[config.mk]
export PLATFORM = sky130hd
export DESIGN_NAME = instr_cache_2way
export DESIGN_NICKNAME = d
export VERILOG_FILES = /design/src/rtl/instr_cache_2way.sv
export SDC_FILE = /design/constraint.sdc
export NUM_CORES = 2
export LEC_CHECK = 0
export ABC_CLOCK_PERIOD_IN_PS = 18100
export CORE_UTILIZATION = 40
export CTS_CLUSTER_SIZE = 25
export DETAILED_ROUTE_END_ITERATION = 16
export SKIP_LAST_GASP = 1
export SYNTH_ARGS = -nofsm -noshare
export SYNTH_HDL_FRONTEND = slang
export SYNTH_SLANG_ARGS = --single-unit
[constraint.sdc]
create_clock -name clk -period 18.1 [get_ports clk]
set_input_delay 3.62 -clock clk [delete_from_list [all_inputs] [get_ports clk]]
set_output_delay 3.62 -clock clk [all_outputs]
set_load 0.005 [all_outputs]
[src/rtl/instr_cache_2way.sv]
// 2-way set-associative instruction cache for the fetch stage.
// LRU replacement, registered refill FSM with a latched miss address, flush sweep, hit/miss counters.
module instr_cache_2way #(
  parameter int cache_line_width = 256,
  parameter int word_width       = 16,
  parameter int addr_width       = 16,
  parameter int num_sets         = 4,
  parameter int cnt_width        = 16
) (
  input  logic                        clk,
  input  logic                        reset,
  input  logic [addr_width-1:0]       address,
  input  logic                        petFromProc,
  input  logic                        flush,
  input  logic                        memServiceReady,
  input  logic [cache_line_width-1:0] dataReadFromMem,
  output logic [word_width-1:0]       instructionBits,
  output logic                        isHit,
  output logic [addr_width-1:0]       addrToArb,
  output logic                        petitionToArb,
  output logic                        busy,
  output logic [cnt_width-1:0]        hitCount,
  output logic [cnt_width-1:0]        missCount
);

  localparam int WORDS = cache_line_width / word_width;
  localparam int OFF_W = $clog2(WORDS);
  localparam int IDX_W = $clog2(num_sets);
  localparam int TAG_W = addr_width - OFF_W - IDX_W;

  typedef enum logic [1:0] {IDLE, REFILL, FLUSH} state_t;

  state_t                      state_q, state_d;
  logic                        flush_pend_q, flush_pend_d;
  logic [addr_width-1:0]       miss_addr_q;
  logic [IDX_W-1:0]            flush_idx_q;
  logic [cnt_width-1:0]        hit_cnt_q, miss_cnt_q;
  logic [1:0]                  valid_q [num_sets];
  logic                        lru_q   [num_sets];
  logic [TAG_W-1:0]            tag_q   [num_sets][2];
  logic [cache_line_width-1:0] data_q  [num_sets][2];

  logic [OFF_W-1:0]            a_off;
  logic [IDX_W-1:0]            a_idx, m_idx;
  logic [TAG_W-1:0]            a_tag, m_tag;
  logic                        hit0, hit1, lookup_hit, hit_way;
  logic                        victim, do_hit, fill, load_miss, flush_last;
  logic [cache_line_width-1:0] hit_line;

  assign a_off = address[OFF_W-1:0];
  assign a_idx = address[OFF_W +: IDX_W];
  assign a_tag = address[addr_width-1 -: TAG_W];
  assign m_idx = miss_addr_q[OFF_W +: IDX_W];
  assign m_tag = miss_addr_q[addr_width-1 -: TAG_W];

  assign hit0       = valid_q[a_idx][0] && (tag_q[a_idx][0] == a_tag);
  assign hit1       = valid_q[a_idx][1] && (tag_q[a_idx][1] == a_tag);
  assign lookup_hit = hit0 || hit1;
  assign hit_way    = !hit0;
  assign hit_line   = data_q[a_idx][hit_way];

  // Fill an empty way first (way0 before way1); only evict when both are live.
  assign victim = !valid_q[m_idx][0] ? 1'b0 :
                  !valid_q[m_idx][1] ? 1'b1 : lru_q[m_idx];

  assign do_hit     = (state_q == IDLE) && petFromProc && lookup_hit;
  assign fill       = (state_q == REFILL) && memServiceReady;
  assign flush_last = (flush_idx_q == IDX_W'(num_sets - 1));

  assign isHit           = (state_q == IDLE) && lookup_hit;
  assign instructionBits = isHit ? hit_line[a_off*word_width +: word_width] : '0;
  assign petitionToArb   = (state_q == REFILL);
  assign addrToArb       = (state_q == REFILL) ?
                           {miss_addr_q[addr_width-1:OFF_W], {OFF_W{1'b0}}} : '0;
  assign busy            = (state_q != IDLE);
  assign hitCount        = hit_cnt_q;
  assign missCount       = miss_cnt_q;

  always_comb begin
    state_d      = state_q;
    flush_pend_d = flush_pend_q;
    load_miss    = 1'b0;
    unique case (state_q)
      IDLE: begin
        if (flush || flush_pend_q) begin
          state_d      = FLUSH;
          flush_pend_d = 1'b0;
        end else if (petFromProc && !lookup_hit) begin
          state_d   = REFILL;
          load_miss = 1'b1;
        end
      end
      REFILL: begin
        if (flush) flush_pend_d = 1'b1;
        if (memServiceReady) state_d = IDLE;
      end
      FLUSH: begin
        if (flush_last) state_d = IDLE;
      end
      default: state_d = IDLE;
    endcase
  end

  always_ff @(posedge clk or negedge reset) begin
    if (!reset) begin
      state_q      <= IDLE;
      flush_pend_q <= 1'b0;
      miss_addr_q  <= '0;
      flush_idx_q  <= '0;
      hit_cnt_q    <= '0;
      miss_cnt_q   <= '0;
      for (int s = 0; s < num_sets; s++) begin
        valid_q[s] <= '0;
        lru_q[s]   <= 1'b0;
      end
    end else begin
      state_q      <= state_d;
      flush_pend_q <= flush_pend_d;
      if (load_miss) miss_addr_q <= address;
      if (do_hit) begin
        lru_q[a_idx] <= ~hit_way;
        if (hit_cnt_q != '1) hit_cnt_q <= hit_cnt_q + 1'b1;
      end
      if (fill) begin
        valid_q[m_idx][victim] <= 1'b1;
        lru_q[m_idx]           <= ~victim;
        if (miss_cnt_q != '1) miss_cnt_q <= miss_cnt_q + 1'b1;
      end
      if (state_q == FLUSH) begin
        valid_q[flush_idx_q] <= '0;
        lru_q[flush_idx_q]   <= 1'b0;
        flush_idx_q          <= flush_last ? '0 : flush_idx_q + 1'b1;
      end
    end
  end

  // Tag and line storage carry no reset; valid bits alone qualify them.
  always_ff @(posedge clk) begin
    if (fill) begin
      tag_q[m_idx][victim]  <= m_tag;
      data_q[m_idx][victim] <= dataReadFromMem;
    end
  end

endmodule

Word level (Yosys, flattened, before mapping)
Memory sizes are Yosys's and may differ from the RTL's.
Index checks and enable logic that the tools add are counted.
Operators by class
  equality and inequality tests: 12
  bitwise gates (word level): 11
  order comparisons: 11
  shift-type cells: 1
  mux-type cells: 54
  add/sub/neg operators: 3
  reduce and logical (&&, ||, !) cells: 23
Operators by type and width (count)
  $mux W256: 4
  $mux W512: 1
  $demux W256 S1: 1
  $shiftx A256 B9 Y16: 1
  $add A16 B1 Y16 const B: 2
  $mux W16: 2
  $ne A16 B16 Y1 const B: 2
  $mux W2: 11
  $eq A10 B10 Y1: 2
  $mux W20: 1
  $mux W8: 2
  $mux W1: 14
  $logic_and A1 B1 Y1: 12
  $mux W4: 3
  $demux W10 S1: 1
  $mux W10: 1
  $ge A3 B3 Y1 const B: 3
  $lt A3 B1 Y1 const B: 3
  $not A2 Y3: 3
  $and A8 B8 Y8: 1
  $bmux W2 S2: 2
  $bwmux W4: 2
  $demux W2 S2: 2
  $not A8 Y8: 1
  26 further kinds: 38
Word-level totals
  word-level logic and storage cells: 131
  register bits: 65
  memories: 2
  RAM bits: 2128
  input port bits: 277
Memories
  data_q: depth 4, bits a word 512, rd ports 1, clocked after Yosys merged registers in 0, wr ports 1, line 41  | logic [cache_line_width-1:0] data_q [num_sets][2];
  tag_q: depth 4, bits a word 20, rd ports 1, clocked after Yosys merged registers in 0, wr ports 1, line 40  | logic [TAG_W-1:0] tag_q [num_sets][2];

Logic depth before layout (Yosys ltp)
  word-level depth: 16
  mapped depth: 16
  gate-level depth less buffers: 9

Worst setup path before layout
Ideal clock, no wire load.
  path kind: input-to-reg
  start point: in memServiceReady
  end point: mem data_q[0][256] in the netlist's numbering, enable pin
  stages on the path: 5
  arrival time: 18.287 ns
  required time: 16.734 ns
  slack: -1.553 ns
  path through: nand2_1 > or3_1 > nor2_1 > a21o_1 > nor2_1
On the way
  word-level cells in the longest chain between the ends: 3
Ends and longest elaborated chain
  from (decl): line 15  | input logic memServiceReady,
  $logic_and A1 B1 Y1: line 67  | assign fill = (state_q == REFILL) && memServiceReady;
  $mux W1: line 139  | if (fill) begin
  $mux W512 (implied by the code): line 141  | data_q[m_idx][victim] <= dataReadFromMem;
  to (decl): line 41
No other way between the ends.

Worst setup path in the final report
  start point: in address[5]
  end point: out instructionBits[8]
On the way
  word-level cells in the longest chain between the ends: 12
  elaborated cells on any way between the ends: 19
Ends and longest elaborated chain
  from (decl): line 12  | input logic [addr_width-1:0] address,
  parallel branches: the longest is 11 deep, another holds $mem_v2 Z4 W20
  $mux W16 *: line 71  | assign instructionBits = isHit ? hit_line[a_off*word_width +: word_width] : '0;
  to (decl): line 17  | output logic [word_width-1:0] instructionBits,
Mark *: on every way between the ends. The select of a mux whose other input is x is not followed.

==> flow_summary.yaml <==
drt:
  drc: 0
  drtIter0Drc: 3871
  vias: 39652
  final_antenna_net_count: 0
  post_drt_wl_per_cell_um: 29.8
  firstDrtPassIters: 5
  wl_um: 212000
  viasPerCell: 5.58
cts:
  cts_tree: "done"
  hold_buffers: 0
  post-cts-setup-buffer-count: 0
  cts_resized: 0
  cts_buffers: 217
  clockRootBuffer: "clkbuf_16"
  clk_latency_ps: 850
  path_clk_slew_ps: 60
  cts_buffer_depth: 3
  htreeDepth: 4
  clock-sinks: 2189
setup_path:
  cp_cell_sequence: "buf_8, buf_4, mux2i_1, xor2_1, nand3_1, a21oi_1, and3_4, buf_12, mux2i_1, o221ai_1, o22ai_1, o32ai_1, clkdlybuf4s50_1"
  path_buf_inv: 4
  critPathMaxFanout: 83
  slowest_delay_ps: 1110
  start_kind: "input port"
  crit_family: "buffers and inverters"
  critPathCaptureType: "output pin"
  r2r_end: "data_q[0][138]"
  crit_type: "in2out"
  rr_startpoint: "state_q[1]"
  worstPathArrival_ps: 9990
  worstPathRequired_ps: 14480
  crit_top_cell: "mux2i_1"
  worstRegToRegCells: 8
  cp.depth: 13
  slowest_stage: "o22ai_1"
  r2r_slack_ps: 12340
layout:
  area_growth_pct: 16.2
  fin_nets: 4391
  fin_cells: 7104
  design_area_um2: 98300
  drive_gt1_share_pct: 23.7
timing:
  fin_skew_ps: 47.2
  period_share_pct: 75.2
  min_period_ps: 13610
  worst_pin_slew_ps: 1310
  setup_tns_ps: 0
  max_slew_margin_pct: 12.5
  setup_viol: 0
  max_freq_mhz: 73.5
  grt_setup_unrepaired: "false"
  drv_slew: 0
  hold_viol_final: 0
place:
  port_buffers: 339
  place_area_um2: 91200
  hpwlAfterDp_um: 126000
  place_congestion: 0.777
  placed_cells: 6694
synth:
  synth_cells: 3668
  synth_edf_count: 2128
  synth.top_cells.by_area: "edfxtp_1, mux4_2, mux2i_1, dfrtp_1, mux2_2"
  synth.largest_area_cell: "edfxtp_1"
  ys_top_cells_by_count: "edfxtp_1, mux4_2, mux2i_1"
  synth_top_area_share_pct: 75.6
  ys_seq_area_share_pct: 77.4
  synthFlopType: "edfxtp_1"
  synth.most_common_cell: "edfxtp_1"
  ys_ff_latch: 2189
  syn_area_um2: 84600
  synthDistinctLibCells: 67
  syn_area_per_cell_um2: 23.1
  synth_warnings: 0
  ys_async_sr_fraction_pct: 2.79
die:
  row_count: 168
  dieArea_um2: 213000
  die_y_um: 462
  start_util_pct: 40.3
  io_pins: 344
  dieWidth_um: 462
  core_area_um2: 210000
grt:
  grt_start_max_net_pins: 122
  grt_overflow: 0
  grtUsageMet1_pct: 28.7
  grtUsageMet3_pct: 4.33
  antenna_found_initial: 81
  use_met2_pct: 30.7
  top_usage_layer: "met2"
  grt_use_total_pct: 19.9
  grt_pass1_wl_um: 303000
  first_global_vias: 40173
power_and_ir_drop:
  pwr-share-clk_pct: 42.1
  swShare_pct: 20.9
  p_seq_share_pct: 53.2
  p_comb_share_pct: 4.6
  power.density_nw_per_um2: 108
  leakage_nw: 30.8
  p_switching_mw: 2.22
  peakVddDrop_uv: 92.5
  intPower_mw: 8.39
hold_path:
  min_path_type: "reg2reg"
  hold_depth: 1
  min_from: "hitCount[9]"
  holdPathEnd: "hitCount[9]"
run:
  maxCapViolCount: 0
outcome:
  status: "finished clean"
## cells in the final DEF, fill, tap and decap left out, types with 8 or more instances in the layout
cell             count
clkdlybuf4s50_1    334
nand4_1             15
nor2b_1             10
mux2i_1            172
nand2_1             78
a21oi_1             18
o31ai_1              9
inv_1               18
buf_12              10
edfxtp_1          2128
clkbuf_1            50
xor2_1              17
dfrtp_1             61
clkbuf_16          219
and2_1              15
clkinv_1            36
nor2_1              29
nor2_4               8
o21ai_0             25
o22a_1               8
mux2_2              48
bufinv_16           24
o221ai_1            27
nand3_1             15
xnor2_1             34
o32ai_1              9
nand2b_1            10
buf_4               63
diode_2             20
o22ai_1             36
mux4_2             550
clkinv_2            42
## cell families after synthesis
| logic type | synth area share [%] |
|---|---|
| other | 0.00444 |
| XOR/XNOR | 0.548 |
| multiplexers | 17.5 |
| buffers and inverters | 1.35 |
| adder cells (fa/ha/maj) | 0.0888 |
| AO/OA/AOI/OAI | 1.83 |
| flip-flops | 77.4 |
| AND/OR/NAND/NOR | 1.31 |
## worst max path at each step
stage                     from                  to  slack (ps)
3_3_place_gp        address[5]  instructionBits[9]        4600
3_5_place_dp        address[5]  instructionBits[9]        4520
6_report            address[5]  instructionBits[8]        4490
5_1_grt             address[5]  instructionBits[9]        4430
4_1_cts             address[5]  instructionBits[9]        4530
2_1_floorplan  memServiceReady      data_q[0][256]         290
## sequential cells by signal, summed over array words and instances, names as in the netlist
register	flops
data_q	2048
flush_idx_q	2
flush_pend_q	1
hitCount	16
lru_q	4
missCount	16
miss_addr_q	12
state_q	2
tag_q	80
valid_q	8
## stage by stage
| stage | setup slack (ps) | util, % | total power, mW | hold slack, ps |
|---|---|---|---|---|
| after floorplan | 289 | - | 6.00 | 464 |
| after global placement | 4600 | 43.5 | 6.24 | 475 |
| after detailed placement | 4520 | 43.5 | 6.25 | 482 |
| after CTS | 4530 | 46.8 | 10.7 | 491 |
| after global routing | 4430 | 46.8 | 10.9 | 509 |
| final | 4490 | 46.8 | 10.6 | 485 |
## worst register-to-register path, cell delays in order, from the launching register on
cell and delay (ps):
dfrtp_1 430, nor2b_1 730, nand2_1 260, or3_1 490
nor2_4 140, buf_4 710, buf_4 890, buf_4 910
buf_4 750
## layer usage
| layer | up-vias | wire, µm |
|---|---|---|
| met5 | - | 372 |
| met4 | 60 | 4510 |
| met3 | 356 | 14000 |
| met2 | 1281 | 100000 |
| met1 | 21398 | 92700 |
| li1 | 16557 | - |
## power by group through the flow
stage	registers (mW)	logic [mW]	clock network [mW]
global route	5.65	0.529	4.75
floorplan	5.74	0.265	0
detailed placement	5.76	0.498	0
global placement	5.75	0.492	0
finish	5.65	0.493	4.47
CTS	5.65	0.500	4.57
## cell type report
cell class,instances,area [µm²]
fillers,17213,112000
multi-input cells,1270,18100
diodes,20,50.0
inverters,18,67.6
well taps,2805,3510
flip-flops and latches,2189,65400
repair buffers,412,4060
clock inverters,121,1400
clock buffers,269,5670
Note: power is estimated with default switching activity, not from simulation.
